$ cat src/rtl/rs232_pkg.sv
// rs232_pkg: shared UART definitions -- transmitter FSM states and baud divisor.
// Define RS232_TX_PARITY_EN to add the PARITY state (even parity bit per frame).
package rs232_pkg;

   localparam int unsigned DATA_BITS = 8;

   typedef enum logic [2:0] {
      ST_IDLE   = 3'd0,
      ST_START  = 3'd1,
      ST_DATA   = 3'd2,
`ifdef RS232_TX_PARITY_EN
      ST_PARITY = 3'd3,
`endif
      ST_STOP   = 3'd4
   } tx_state_t;

   // Clock cycles per line bit, rounded to nearest.
   function automatic int unsigned calc_divisor(input int unsigned clock_freq,
                                                input int unsigned baud_rate);
      return (clock_freq + baud_rate / 2) / baud_rate;
   endfunction

endpackage

$ cat src/rtl/axis_fifo.sv
// axis_fifo: AXI-stream style synchronous FIFO, 2**LOG2 entries, registered flags.
// Shared by the UART transmit and receive paths.
module axis_fifo #(
   parameter int unsigned WIDTH = 8,
   parameter int unsigned LOG2  = 4
) (
   input  logic             clock,
   input  logic             resetn,
   input  logic [WIDTH-1:0] idata,
   input  logic             ivalid,
   output logic             iready,
   output logic [WIDTH-1:0] odata,
   output logic             ovalid,
   input  logic             oready,
   output logic [LOG2:0]    count
);

   localparam int unsigned DEPTH = 1 << LOG2;

   logic [WIDTH-1:0] mem [DEPTH];
   logic [LOG2-1:0]  wr_ptr;
   logic [LOG2-1:0]  rd_ptr;
   logic [LOG2:0]    count_d;
   logic             push;
   logic             pop;

   assign push  = ivalid && iready;
   assign pop   = oready && ovalid;
   assign odata = mem[rd_ptr];

   // Next occupancy; simultaneous push and pop leave it unchanged.
   always_comb begin
      count_d = count;
      case ({push, pop})
         2'b10:   count_d = count + (LOG2+1)'(1);
         2'b01:   count_d = count - (LOG2+1)'(1);
         default: count_d = count;
      endcase
   end

   // Storage array, written on accepted pushes.
   always_ff @(posedge clock) begin
      if (push) begin
         mem[wr_ptr] <= idata;
      end
   end

   // Pointers, occupancy and registered ready/valid flags.
   always_ff @(posedge clock) begin
      if (!resetn) begin
         wr_ptr <= '0;
         rd_ptr <= '0;
         count  <= '0;
         iready <= 1'b0;
         ovalid <= 1'b0;
      end else begin
         if (push) wr_ptr <= wr_ptr + LOG2'(1);
         if (pop)  rd_ptr <= rd_ptr + LOG2'(1);
         count  <= count_d;
         iready <= (count_d != (LOG2+1)'(DEPTH));
         ovalid <= (count_d != '0);
      end
   end

endmodule

$ cat src/rtl/rs232_tx_buffered.sv
// rs232_tx_buffered: FIFO-buffered RS-232 transmitter with CTS flow control.
// Frame: start 0, 8 data bits LSB first, [even parity with RS232_TX_PARITY_EN], stop 1.
module rs232_tx_buffered
   import rs232_pkg::*;
#(
   parameter int unsigned CLOCK_FREQ = 133000000,
   parameter int unsigned BAUD_RATE  = 115200,
   parameter int unsigned FIFO_LOG2  = 4
) (
   input  logic       clock,
   input  logic       resetn,
   input  logic [7:0] idata,
   input  logic       ivalid,
   output logic       iready,
   output logic       txd_pin,
   input  logic       ctsn_pin,
   output logic       busy
);

   localparam int unsigned DIVISOR = calc_divisor(CLOCK_FREQ, BAUD_RATE);
   localparam int unsigned CNT_W   = (DIVISOR > 1) ? $clog2(DIVISOR) : 1;
   localparam int unsigned BIT_W   = $clog2(DATA_BITS);

   if (DIVISOR < 2) begin : g_divisor_check
      $error("rs232_tx_buffered: baud divisor must be at least 2");
   end

   tx_state_t        state_q, state_d;
   logic [CNT_W-1:0] cnt_q, cnt_d;
   logic [BIT_W-1:0] bit_q, bit_d;
   logic [7:0]       shreg_q, shreg_d;
   logic             txd_d;
   logic             busy_d;
   logic             bit_end;
   logic             cts_meta, cts_sync;
   logic [7:0]       fifo_data;
   logic             fifo_valid;
   logic             fifo_pop;
   logic             fifo_push;
   logic             fifo_nonempty_d;
   logic [FIFO_LOG2:0] fifo_count;
`ifdef RS232_TX_PARITY_EN
   logic             parity_q, parity_d;
`endif

   axis_fifo #(
      .WIDTH (8),
      .LOG2  (FIFO_LOG2)
   ) u_fifo (
      .clock  (clock),
      .resetn (resetn),
      .idata  (idata),
      .ivalid (ivalid),
      .iready (iready),
      .odata  (fifo_data),
      .ovalid (fifo_valid),
      .oready (fifo_pop),
      .count  (fifo_count)
   );

   assign bit_end   = (cnt_q == CNT_W'(DIVISOR - 1));
   assign fifo_push = ivalid && iready;
   assign fifo_nonempty_d = fifo_push
                         || (fifo_count > (FIFO_LOG2+1)'(1))
                         || ((fifo_count == (FIFO_LOG2+1)'(1)) && !fifo_pop);
   assign busy_d = fifo_nonempty_d || (state_d != ST_IDLE);

   // Two-flop synchronizer for the asynchronous CTS input; idles deasserted.
   always_ff @(posedge clock) begin
      if (!resetn) begin
         cts_meta <= 1'b1;
         cts_sync <= 1'b1;
      end else begin
         cts_meta <= ctsn_pin;
         cts_sync <= cts_meta;
      end
   end

   // Frame sequencer: next state, bit timing, FIFO pop and next line level.
   always_comb begin
      state_d  = state_q;
      cnt_d    = cnt_q;
      bit_d    = bit_q;
      shreg_d  = shreg_q;
      fifo_pop = 1'b0;
      txd_d    = 1'b1;
`ifdef RS232_TX_PARITY_EN
      parity_d = parity_q;
`endif
      case (state_q)
         ST_IDLE: begin
            if (fifo_valid && !cts_sync) begin
               fifo_pop = 1'b1;
               state_d  = ST_START;
               cnt_d    = '0;
               shreg_d  = fifo_data;
`ifdef RS232_TX_PARITY_EN
               parity_d = ^fifo_data;
`endif
            end
         end
         ST_START: begin
            cnt_d = cnt_q + CNT_W'(1);
            if (bit_end) begin
               cnt_d   = '0;
               bit_d   = '0;
               state_d = ST_DATA;
            end
         end
         ST_DATA: begin
            cnt_d = cnt_q + CNT_W'(1);
            if (bit_end) begin
               cnt_d   = '0;
               shreg_d = {1'b0, shreg_q[7:1]};
               bit_d   = bit_q + BIT_W'(1);
               if (bit_q == BIT_W'(DATA_BITS - 1)) begin
`ifdef RS232_TX_PARITY_EN
                  state_d = ST_PARITY;
`else
                  state_d = ST_STOP;
`endif
               end
            end
         end
`ifdef RS232_TX_PARITY_EN
         ST_PARITY: begin
            cnt_d = cnt_q + CNT_W'(1);
            if (bit_end) begin
               cnt_d   = '0;
               state_d = ST_STOP;
            end
         end
`endif
         ST_STOP: begin
            cnt_d = cnt_q + CNT_W'(1);
            if (bit_end) begin
               cnt_d = '0;
               // Chain straight into the next frame when allowed, no idle gap.
               if (fifo_valid && !cts_sync) begin
                  fifo_pop = 1'b1;
                  state_d  = ST_START;
                  shreg_d  = fifo_data;
`ifdef RS232_TX_PARITY_EN
                  parity_d = ^fifo_data;
`endif
               end else begin
                  state_d = ST_IDLE;
               end
            end
         end
         default: state_d = ST_IDLE;
      endcase

      case (state_d)
         ST_START:  txd_d = 1'b0;
         ST_DATA:   txd_d = shreg_d[0];
`ifdef RS232_TX_PARITY_EN
         ST_PARITY: txd_d = parity_d;
`endif
         default:   txd_d = 1'b1;
      endcase
   end

   // State, counters, shift register and registered outputs.
   always_ff @(posedge clock) begin
      if (!resetn) begin
         state_q <= ST_IDLE;
         cnt_q   <= '0;
         bit_q   <= '0;
         shreg_q <= '0;
         txd_pin <= 1'b1;
         busy    <= 1'b0;
`ifdef RS232_TX_PARITY_EN
         parity_q <= 1'b0;
`endif
      end else begin
         state_q <= state_d;
         cnt_q   <= cnt_d;
         bit_q   <= bit_d;
         shreg_q <= shreg_d;
         txd_pin <= txd_d;
         busy    <= busy_d;
`ifdef RS232_TX_PARITY_EN
         parity_q <= parity_d;
`endif
      end
   end

endmodule

$ cat config.mk
export PLATFORM = sky130hd
export DESIGN_NAME = rs232_tx_buffered
export DESIGN_NICKNAME = d
export VERILOG_FILES = /design/src/rtl/rs232_pkg.sv /design/src/rtl/axis_fifo.sv /design/src/rtl/rs232_tx_buffered.sv
export SDC_FILE = /design/constraint.sdc
export NUM_CORES = 1
export LEC_CHECK = 0
export ABC_CLOCK_PERIOD_IN_PS = 4600
export CORE_MARGIN = 3
export CORE_UTILIZATION = 42
export CTS_CLUSTER_SIZE = 30
export DETAILED_ROUTE_END_ITERATION = 16
export PLACE_DENSITY_LB_ADDON = 0.08
export SLEW_MARGIN = 15
export SYNTH_ARGS = -nofsm -noshare
export SYNTH_HDL_FRONTEND = slang
export SYNTH_HIERARCHICAL = 1
export SYNTH_SLANG_ARGS = --single-unit
$ cat constraint.sdc
create_clock -name clock -period 4.6 [get_ports clock]
set_clock_uncertainty 0.05 [all_clocks]
set_input_delay 1.15 -clock clock [delete_from_list [all_inputs] [get_ports clock]]
set_output_delay 1.15 -clock clock [all_outputs]
set_load 0.01 [all_outputs]
==> results of run 1 <==
[synth_stat cells, drive strengths merged, types with 2 or more instances]
library cell  number  area (sq um)
inv                8          30.0
a21o               2          15.0
a41oi              3          26.3
clkbuf             7          26.3
ha                11           138
dfxtp             48           961
and4               3          27.5
mux4              40           991
clkinv             3          23.8
a22oi              8          60.1
nand4              5          31.3
xnor2              8          70.1
nor4b              3          62.6
mux2i              2          20.0
a31oi              2          12.5
and3               7          46.3
buf               15           125
o22ai              3          18.8
edfxtp           128          3840
nor3               8          51.3
nand2             23          86.3
xor2              13           114
o21ai              5          25.0
a311oi             3          26.3
nand3             13          77.6
nand2b             9          56.3
a21oi             18          93.8
nor3b              3          22.5
nor2              41           154
[worst max-delay path: stages, from the launching register on]
cell                       delay, ns
sky130_fd_sc_hd__dfxtp_1        0.38
sky130_fd_sc_hd__nor4b_4        0.41
sky130_fd_sc_hd__nand3_4        0.18
sky130_fd_sc_hd__a2111o_1       0.64
sky130_fd_sc_hd__clkinv_8       0.12
sky130_fd_sc_hd__nand2_1        0.14
sky130_fd_sc_hd__clkinv_1       0.20
sky130_fd_sc_hd__nand2_1        0.09
sky130_fd_sc_hd__xnor2_1        0.15
sky130_fd_sc_hd__ha_1           0.26
sky130_fd_sc_hd__nor3b_1        0.21
sky130_fd_sc_hd__a31oi_1        0.13
sky130_fd_sc_hd__a221oi_2       0.38
sky130_fd_sc_hd__xnor2_1        0.19
sky130_fd_sc_hd__a41oi_1        0.14
[flip-flops by register name, indices dropped and copies added, names as in the netlist, 3 cells and up, named ones only]
signal         count
shreg_q            8
state_q            3
u_fifo/count       5
u_fifo/mem       128
cnt_q             11
bit_q              3
u_fifo/rd_ptr      4
u_fifo/wr_ptr      4
[cells by family (layout without fill, tap and decap cells)]
family	Yosys count	in the layout	synth area share
compound gates	59	59	0.0584
flops	176	176	0.646
buf+inv	33	64	0.0276
xor+xnor	21	21	0.0247
fa+ha+maj	12	12	0.0199
mux	42	42	0.136
simple gates	119	119	0.0870
[final cells by class]
cell class / instances / area [sq um] / area share
clock inverters: 14 / 144 / 0.0173
clock buffers: 18 / 429 / 0.0515
inverters: 11 / 53.8 / 0.00646
flip-flops and latches: 176 / 4810 / 0.577
multi-input cells: 253 / 2420 / 0.291
well taps: 225 / 282 / 0.0338
repair buffers: 21 / 193 / 0.0231
[routing by layer]
metal | vias to the layer above | track usage | routed length, um
met5 | - | 0 | 0
met4 | 0 | 0.0402 | 127
met3 | 8 | 0.0462 | 568
met2 | 70 | 0.252 | 7120
met1 | 1993 | 0.209 | 6490
li1 | 1867 | - | -
[report_power, final]
part | internal [mW] | switching (mW) | leakage, nW
clock network | 0.767 | 0.643 | 0.281
logic | 0.0350 | 0.0511 | 0.854
registers | 1.71 | 0.00908 | 1.54
total | 2.51 | 0.703 | 2.68
[how the worst max path moves through the flow]
stage | depth (start not counted) | endpoint | start
2_1_floorplan | 15 | u_fifo/ovalid | cnt_q[4]
3_3_place_gp | 12 | u_fifo/ovalid | ivalid
3_5_place_dp | 14 | u_fifo/ovalid | cnt_q[4]
4_1_cts | 14 | u_fifo/ovalid | cnt_q[4]
5_1_grt | 14 | u_fifo/iready | cnt_q[4]
6_report | 14 | u_fifo/ovalid | cnt_q[2]
[metrics by stage]
step	instance area (sq um)	utilization
after CTS	8330	0.482
after global routing	8330	0.482
after global placement	7760	0.448
after floorplan	7430	-
after detailed placement	7760	0.448
final	8330	0.482
==> results.md, run 1 <==
- The count of cells along the worst hold path is 1.
- Entering global routing, the biggest net connects 26 pins.
- The min-delay analysis places its worst path in the category reg2reg.
- The number of I/O port buffers is 14.
- TritonCTS built the clock tree.
- The number of setup buffers added after CTS is 0.
- After detailed routing, the number of remaining DRC violations is 0.
- The DRC marker count from the first detailed-route iteration is 228.
- The buffer depth of the longest clock path is 2.
- The post-synthesis cell area is 7430 sq um.
- The I/O pin count is 15.
- The total of max-cap violations is 0.
- The count of unique library cells instantiated by Yosys is 62.
- The hold path endpoint is cts_sync.
- For this run, asynchronously set or reset flops after synthesis account for 0.
- After synthesis the netlist holds a flip-flop and latch count of 176.
- The via density per instance is between 5 and 6.
- The root cell of the clock tree is sky130_fd_sc_hd__clkbuf_16.
- In the finished design, the share of the clock period the worst path needs comes to 0.829.
- The net count of the finished layout is 503.
- The proportion of synthesized chip area in sequential cells is 0.646.
- The final period demand of the worst path is 3.81 ns.
- The final hold slack is 0.371 ns.
- Detailed placement finished with a half-perimeter wire length of between 9000 and 10000 um.
- The category of the critical setup timing path is reg2reg.
- The number of CTS-inserted buffers is 17.
- The overall routing resource usage is 0.156.
- For this design, the sink count on the clock tree is approximately 180.
- The CTS clock-pin slew for the worst setup and hold paths is 0.07 ns.
- The proportion of layout cells with a drive suffix above 1 is 0.138.
- The total count of max-transition violations in the final report is 0.
- For this design the static power due to leakage is 2.68 nW.
- The H-tree generated during clock tree synthesis spans 4 levels.
- The endpoint of the worst register-to-register path is u_fifo/ovalid.
- The setup total negative slack is 0 ns.
- In the layout the commonest cells are 128 x sky130_fd_sc_hd__edfxtp_1, 47 x sky130_fd_sc_hd__dfxtp_1, 41 x sky130_fd_sc_hd__nor2_1, 24 x sky130_fd_sc_hd__mux4_1, 23 x sky130_fd_sc_hd__nand2_1.
- The total overflow left after global routing is 0.
- Setup slack on the worst reg-to-reg path comes out at roughly 0.79 ns.
- At the worst endpoint, the required time is 4.83 ns.
- The via count of the first global-routing pass came to ~4000.
- The number of instances in the synthesized netlist is between 400 and 500.
- In the synthesized netlist the dominant register cell turns out to be sky130_fd_sc_hd__edfxtp_1.
- Data arrives at the worst endpoint at 4.05 ns.
- Power comes to 3.22 mW.
- The startpoint of the tightest hold check path is cts_meta.
- The worst setup margin is 0.785 ns.
- The worst register-to-register path has a depth of 14.
- At the end of routability-driven placement, the weighted congestion stood at ~0.8.
- The horizontal die dimension is 139 um.
- After filler insertion, the fill cell instance count of the layout stands at 1484.
- The routed length per instance is around 20 um.
- From synthesis to final layout, the design area changed by 12.1%.
- For this configuration, the core starts out at a cell density of 0.430.
- The flow ran to the end, and the final reports show no timing, DRC or antenna violations.
- For this design the ratio of total power to cell area is between 300 and 400 nW/um^2.
- The initial antenna violation count came to 0.
- The origin of the critical flop-to-flop path is cnt_q[2].
- The die span in y is 139 um.
- The total core area is 17300 sq um.
- The peak ir drop on the vdd network is 0.000256 V.
- In this run the remaining antenna-violating nets after routing total 0.
- In this run, post-CTS repair resized a total of 0 instances.
- The filler-free cell count of the finished design is 718.
- In this run, synthesis inferred 128 flip-flops with an integrated enable.
- The later pin in the worst-skew pair is clocked with a latency of around 0.43 ns.
- The average instance in the mapped netlist occupies 16.1 sq um.
- The most common cell after layout, fill and taps aside is sky130_fd_sc_hd__edfxtp_1.
- After floorplanning, the core was divided into 48 placement rows.
- The total setup violations reported at the end of the flow is 0.
- The type of destination of the critical path is a register.
- Setup repair after global routing left no endpoint under its margin.
- After detailed routing, the total wire length is approximately 14000 um.
- During synthesis, Yosys emitted a total of 6 warnings.
- For this run, the detailed router's first-pass iteration total came to 4.
- The die area is roughly 19000 sq um.
- The antenna diode count is 0.
- Including well taps, the total number of placed cells is approximately 700.
- The top achievable clock speed is approximately 260 MHz.
- The total of hold buffers inserted after clock tree synthesis is 0.
- The normalized max-slew margin is 0.372.
- The final route contains 3938 vias.
- The first global-routing pass estimated 23000 um of wire.
- STA classifies the critical path startpoint as a register.
- The number of nets in the synthesized netlist is 485.
- At the placement stage, the worst setup path has a slack of between 0.8 and 0.9 ns.
- The biggest fanout along the worst timing path is 9.
- The transition time of the tightest slew-check pin is 0.938 ns.
- The final number of hold-violating endpoints came to 0.
(Power assumes the default switching activity.)
==> inputs of run 2 (changes only) <==
--- a/config.mk
+++ b/config.mk
@@ -5,7 +5,7 @@
 export SDC_FILE = /design/constraint.sdc
 export NUM_CORES = 1
 export LEC_CHECK = 0
-export ABC_CLOCK_PERIOD_IN_PS = 4600
+export ABC_CLOCK_PERIOD_IN_PS = 3240
 export CORE_MARGIN = 3
 export CORE_UTILIZATION = 42
 export CTS_CLUSTER_SIZE = 30
==> constraint.sdc (replaced) <==
create_clock -name clock -period 3.24 [get_ports clock]
set_clock_uncertainty 0.05 [all_clocks]
set_input_delay 0.81 -clock clock [delete_from_list [all_inputs] [get_ports clock]]
set_output_delay 0.81 -clock clock [all_outputs]
set_load 0.01 [all_outputs]
==> results.md, run 2 (synthesis results as in run 1) <==
- The flip-flop count of the largest register after layout is 128.
- The path with the worst hold slack has its endpoint at cts_sync.
- The most numerous cell type found on the critical path is sky130_fd_sc_hd__nand2_4.
- The endpoint identified for the worst register-to-register timing path is u_fifo/iready.
- After detailed routing, the number of remaining DRC violations is 0.
- The origin of the critical flop-to-flop path is cnt_q[3].
- Of the available clock period, the critical path in the final layout requires 0.979.
- The via count of the first global-routing pass is 4091.
- The via density per instance is roughly 5.3.
- Setup repair after global routing could not meet its margin everywhere.
- The category of the critical setup timing path is reg2reg.
- The count of standard-cell rows is 48.
- The largest net degree at the start of global routing is 26.
- The H-tree was split into 4 levels.
- The routed length per instance is 19.3 um.
- The starting utilization of the core area is 0.430.
- The reg-to-reg setup timing slack is slightly below 0.07 ns.
- The overall routing resource usage is 0.155.
- The required time at the worst-slack endpoint is 3.47 ns.
- The final period demand of the worst path is 3.17 ns.
- The setup total negative slack is 0 ns.
- The finished cells cover a little under 9000 sq um.
- The type of destination of the critical path is a register.
- Timing would allow up to 315 MHz.
- The final route contains 4004 vias.
- The clock passes through at most 2 buffers.
- The proportion of layout cells with a drive suffix above 1 is 0.214.
- The total of max-cap violations is 0.
- The antenna diode count is 0.
- At the later pin of the worst-skew pair, clock insertion delay measures 0.42 ns.
- In this run the power density over the cells is 539 nW/um^2.
- The count of cells along the worst hold path is 1.
- The flow ran to the end, and the final reports show no timing, DRC or antenna violations.
- The die covers just under 20000 sq um.
- The total grt overflow is 0.
- The depth of the most critical reg-to-reg path is 14.
- At the pin with the least slew margin, the transition time is 0.730 ns.
- The number of hold buffers added after CTS was 0.
- The CTS tree is done.
- The global-route wire length before repair is 22800 um.
- Summing all multi-input logic gate instances after layout gives 2490 sq um.
- In this run the most critical hold path is launched from cts_meta.
- The die span in y is 139 um.
- The total count of max-transition violations in the final report is 0.
- In this run the static leakage power is between 2 and 3 nW.
- The horizontal die dimension is 139 um.
- STA puts the critical path data arrival time at 3.40 ns.
- Of all nets on the critical path, the largest fanout is 5.
- The worst setup margin is 0.0685 ns.
- During placement, the flow inserted port buffers numbering 14.
- After clock tree synthesis, the clock-pin slew on the worst setup and hold paths is 0.07 ns.
- The congestion estimate from routability-driven global placement came to about 0.85.
- The layout-stage area growth over the synthesis result is 16.6%.
- The slowest stage of the critical path is the sky130_fd_sc_hd__a2111o_1 cell.
- STA classifies the critical path startpoint as a register.
- In the layout the commonest cells are 128 x sky130_fd_sc_hd__edfxtp_1, 44 x sky130_fd_sc_hd__dfxtp_1, 41 x sky130_fd_sc_hd__nor2_1, 38 x sky130_fd_sc_hd__buf_4, 24 x sky130_fd_sc_hd__mux4_1.
- The root cell of the clock tree is sky130_fd_sc_hd__clkbuf_16.
- The largest registers in the layout are u_fifo/mem (128), cnt_q (11), shreg_q (8).
- The delay of the slowest cell on the worst path is 0.54 ns.
- Once detail routing completed, the nets flagged for antenna violations numbered 0.
- The I/O pin count is 15.
- The HPWL after detailed placement is 9660 um.
- The most common cell after layout, fill and taps aside is sky130_fd_sc_hd__edfxtp_1.
- The final hold slack is ~0.39 ns.
- The routed wire length is 14500 um.
- In this run, the number of DRC markers left after iteration 0 of detailed routing was 277.
- The number of CTS-inserted buffers is 17.
- The number of sinks on the clock net is 176.
- The worst-case IR drop observed on VDD is 0.000399 V.
- The path class of the tightest hold or removal check is reg2reg.
- The placed instances occupy a cell area of 7980 sq um.
- The layout has approximately 1500 filler cells.
- Summing all flip-flop and latch instances after layout gives 4810 sq um.
- Traced cell by cell, the critical path runs through nor4b_4 > nand3_4 > a2111o_1 > clkinv_8 > nand2_4 > inv_4 > nand2_4 > xnor2_2 > ha_4 > nor3b_2 > a31oi_1 > a221oi_2 > xor2_1 > a41oi_1.
- The final number of hold-violating endpoints is 0.
- The total core area is 17300 sq um.
- The initial antenna violation count came to 0.
- Measured against its own limit, the worst slew margin works out to 0.510.
- The largest register by flop count is u_fifo/mem.
- Setup violations remaining at the end of the flow were counted as 0.
- Prior to clock tree synthesis, the placed netlist has a worst setup slack of -0.00383 ns.
- The total number of nets in the final design is 534.
- The number of search-and-repair iterations in the first detailed-routing pass is 5.
- The sum of internal, switching and leakage power is ~4.7 mW.
run 2: cell types whose count changed in the layout (fill, tap and decap cells not counted), moves of 2 or more:
cell and delta:
sky130_fd_sc_hd__buf_4 +31, sky130_fd_sc_hd__clkinv_1 -2, sky130_fd_sc_hd__dfxtp_1 -3, sky130_fd_sc_hd__dfxtp_2 +3
sky130_fd_sc_hd__ha_1 -2, sky130_fd_sc_hd__ha_4 +2, sky130_fd_sc_hd__inv_8 +2, sky130_fd_sc_hd__nand2_1 -2
sky130_fd_sc_hd__nand2_4 +2
run 2: cell type report:
class / count / area share
clock buffer: 17 / 0.0491
inverter: 11 / 0.00650
timing repair buffer: 52 / 0.0491
clock inverter: 15 / 0.0212
tap: 225 / 0.0325
multi-input combinational: 253 / 0.287
sequential: 176 / 0.555
run 2: worst max path at each step:
stage / from / endpoint / slack, ns / depth (start not counted)
floorplan: cnt_q[3] / u_fifo/ovalid / 0.002 / 15
CTS: cnt_q[1] / u_fifo/iready / 0.03 / 15
detailed placement: cnt_q[6] / u_fifo/ovalid / -0.004 / 14
global placement: cnt_q[6] / u_fifo/ovalid / 0.07 / 14
global route: cnt_q[3] / u_fifo/ovalid / -0.07 / 14
finish: cnt_q[3] / u_fifo/iready / 0.07 / 14
run 2: power by group:
part	switching (mW)	total (mW)	internal [mW]
Sequential	0.0133	2.44	2.43
Clock	0.924	2.10	1.18
Combinational	0.0739	0.130	0.0557
run 2: layer usage:
metal  part of all wire  GRT usage
met1               0.45      0.203
met2               0.50      0.257
met3              0.031     0.0345
met4              0.016     0.0530
met5                  0          0
run 2: what timing repair did:
item                                    in CTS  in global routing
endpoints found under the setup margin       2                  3
gates cloned                                 0                  0
buffers inserted                             0                  2
resized for setup                            0                 15
pin swaps                                    2                 10
run 2: stage by stage:
stage / instances / utilization
after floorplan: 462 / -
after global placement: 715 / 0.461
after detailed placement: 715 / 0.461
after CTS: 747 / 0.497
after global routing: 749 / 0.501
final: 749 / 0.501
run 2: worst max-delay path: cells and delay by family, from the launching register on:
kind | cells | cell delay, ns
AND/OR/NAND/NOR | 5 | 0.75
AO/OA/AOI/OAI | 4 | 1.15
adder cells (fa/ha/maj) | 1 | 0.20
buffers and inverters | 2 | 0.14
flip-flops | 1 | 0.34
XOR/XNOR | 2 | 0.40
==> inputs of run 3 (changes only) <==
--- a/config.mk
+++ b/config.mk
@@ -11,6 +11,7 @@
 export CTS_CLUSTER_SIZE = 30
 export DETAILED_ROUTE_END_ITERATION = 16
 export PLACE_DENSITY_LB_ADDON = 0.08
+export SETUP_SLACK_MARGIN = 0.1
 export SLEW_MARGIN = 15
 export SYNTH_ARGS = -nofsm -noshare
 export SYNTH_HDL_FRONTEND = slang
==> results.md, run 3 (synthesis results as in run 1) <==
- The run finished with clean final reports.
- The library cell used most frequently in the layout, excluding fill and tap cells, is sky130_fd_sc_hd__edfxtp_1.
- Including well taps, the total number of placed cells is 707.
- The detailed router finished its first iteration with 334 violations.
- Clock latency on the worst-skew pair, taken at its later pin, is 0.42 ns.
- Summed over all layers, the global routing overflow is 0.
- The number of CTS-inserted buffers is 17.
- The floorplan has 48 rows.
- The power density relative to cell area is 529 nW/um^2.
- The category of the critical setup timing path is reg2reg.
- The routed length per instance is 19.1 um.
- The buffer depth of the longest clock path is 2.
- The total number of nets in the final design is about 530.
- Of all nets on the critical path, the largest fanout is 4.
- The proportion of layout cells with a drive suffix above 1 is 0.220.
- The die is 139 um tall.
- The flip-flop count of the largest register after layout is approximately 130.
- Port buffering added 14 buffers.
- The arrival time of the worst setup path is 3.34 ns.
- Setup violations remaining at the end of the flow were counted as 0.
- The type of destination of the critical path is a register.
- The filler cells instantiated in the layout total 1479.
- The final number of hold-violating endpoints is 0.
- The total core area is 17300 sq um.
- The H-tree depth reported by CTS is 4.
- The CTS clock-pin slew for the worst setup and hold paths is 0.06 ns.
- The required time at the worst-slack endpoint is 3.47 ns.
- In this run the tightest slew margin relative to its limit is 0.499.
- The global-route wire length before repair is 23100 um.
- In this run the horizontal extent of the chip is 139 um.
- The total count of max-transition violations in the final report came to 0.
- Counting flops per register, the top entry is u_fifo/mem.
- The worst setup path is launched from a register.
- The remaining antenna violation count is 0.
- For this design the static power due to leakage is 2.84 nW.
- The final weighted congestion of routability-driven global placement is 0.810.
- The layout-stage area growth over the synthesis result is 16.4%.
- The via count of the first global-routing pass came to 4217.
- In the routed design, unresolved DRC markers number 0.
- Across all layers, the routed design uses just over 4000 vias.
- The via density per instance is 5.47.
- The largest registers in the layout are u_fifo/mem (128), cnt_q (11), shreg_q (8).
- Max-cap violations in this run came to 0.
- Summed over all layers, the routed wires come to 14200 um.
- In the global route stage, overall resource usage came out at 0.155.
- The initial utilization of the core area, before any placement, comes to 0.430.
- In the layout the commonest cells are 128 x sky130_fd_sc_hd__edfxtp_1, 41 x sky130_fd_sc_hd__nor2_1, 41 x sky130_fd_sc_hd__dfxtp_1, 35 x sky130_fd_sc_hd__buf_4, 24 x sky130_fd_sc_hd__mux4_1.
- The number of sinks on the clock net is ~180.
- The initial antenna violation count is 0.
- The root buffer cell chosen for the clock tree is sky130_fd_sc_hd__clkbuf_16.
- Of the available clock period, the critical path in the final layout requires 0.960.
- The die area is 19300 sq um.
- The largest net degree at the start of global routing is 23.
- IR analysis of the VDD net gives a maximum drop of 0.000366 V.
- Setup repair after global routing could not meet its margin everywhere.
- The detailed-placement wirelength estimate is 9670 um.
- The worst min-delay path category is reg2reg.
- The core occupancy in the finished layout is 0.500.
- The final period demand of the worst path is 3.11 ns.
- Hold repair after CTS inserted 0 buffers.
- The CTS tree is done.
- During I/O placement, the number of pins put on the boundary was 15.
- The antenna diode count is 0.
- After the flow finishes, the layout carries non-filler instances totaling around 750.
- The transition time of the tightest slew-check pin is 0.746 ns.
- Derived from the worst setup path, the maximum achievable clock frequency is 321 MHz.
- Before antenna repair, the detailed router went through 6 iterations.
[run 3: cell types whose count changed in the layout (fill, tap and decap cells not counted), moves of 2 or more]
| cell | previous run | this run |
|---|---|---|
| sky130_fd_sc_hd__nand2_4 | 2 | 0 |
| sky130_fd_sc_hd__inv_8 | 6 | 0 |
| sky130_fd_sc_hd__dfxtp_2 | 4 | 6 |
| sky130_fd_sc_hd__clkinv_4 | 1 | 3 |
| sky130_fd_sc_hd__clkinvlp_4 | 1 | 3 |
| sky130_fd_sc_hd__dfxtp_1 | 44 | 41 |
| sky130_fd_sc_hd__buf_4 | 38 | 35 |
[run 3: layout make-up]
class,count,area (sq um),area share
Sequential cell,176,4820,0.557
Multi-Input combinational cell,253,2490,0.288
Clock buffer,18,429,0.0496
Timing Repair Buffer,50,423,0.0489
Tap cell,225,282,0.0325
Clock inverter,14,154,0.0178
Inverter,11,58.8,0.00680
[run 3: power by group]
group	internal, mW	total, mW	switching, mW	leakage, nW
combinational	0.0543	0.129	0.0747	1.02
clock	1.15	2.01	0.858	0.278
sequential	2.43	2.44	0.0142	1.55
total	3.63	4.58	0.947	2.84
[run 3: worst paths after layout]
kind                    to  slack (ns)      from  depth (start not counted)
min reg2reg       cts_sync        0.38  cts_meta                          1
max          u_fifo/iready        0.13  cnt_q[6]                         14
max reg2reg  u_fifo/iready        0.13  cnt_q[6]                         14
min               cts_sync        0.38  cts_meta                          1
[run 3: metrics by stage]
step	power [mW]	hold WS [ns]	cell area, sq um	TNS (ns)	worst slack [ns]
2_1_floorplan	2.55	0.336	7440	0	0.114
3_3_place_gp	2.61	0.352	7930	0	0.103
3_5_place_dp	2.62	0.367	7930	-0.0121	-0.0121
4_1_cts	4.63	0.391	8610	0	0.0399
5_1_grt	4.75	0.394	8650	0	0.00909
6_report	4.58	0.381	8650	0	0.128
[run 3: layer usage]
metal  global-route usage  up-vias  share of wire
met5                    0        -              0
met1                0.201     2095           0.45
met3               0.0310       17          0.023
met4               0.0592        0          0.014
li1                     -     1923              -
met2                0.259       54           0.51
[run 3: timing repair]
action / 4_1_cts / 5_1_grt
cloned: 0 / 0
pin swaps: 12 / 10
setup endpoints to repair: 3 / 4
resized for setup: 11 / 9
buffers inserted: 6 / 2
[run 3: worst max-delay path, stage by stage (launching register included)]
cell	delay [ns]
sky130_fd_sc_hd__dfxtp_2	0.34
sky130_fd_sc_hd__nor4b_4	0.35
sky130_fd_sc_hd__nand3_4	0.12
sky130_fd_sc_hd__a2111o_1	0.48
sky130_fd_sc_hd__clkinv_8	0.09
sky130_fd_sc_hd__nand2_8	0.05
sky130_fd_sc_hd__clkinv_4	0.05
sky130_fd_sc_hd__nand2_2	0.04
sky130_fd_sc_hd__xnor2_1	0.12
sky130_fd_sc_hd__ha_2	0.21
sky130_fd_sc_hd__nor4b_2	0.25
sky130_fd_sc_hd__a31oi_1	0.09
sky130_fd_sc_hd__a221oi_2	0.35
sky130_fd_sc_hd__xor2_1	0.22
sky130_fd_sc_hd__a41oi_2	0.14
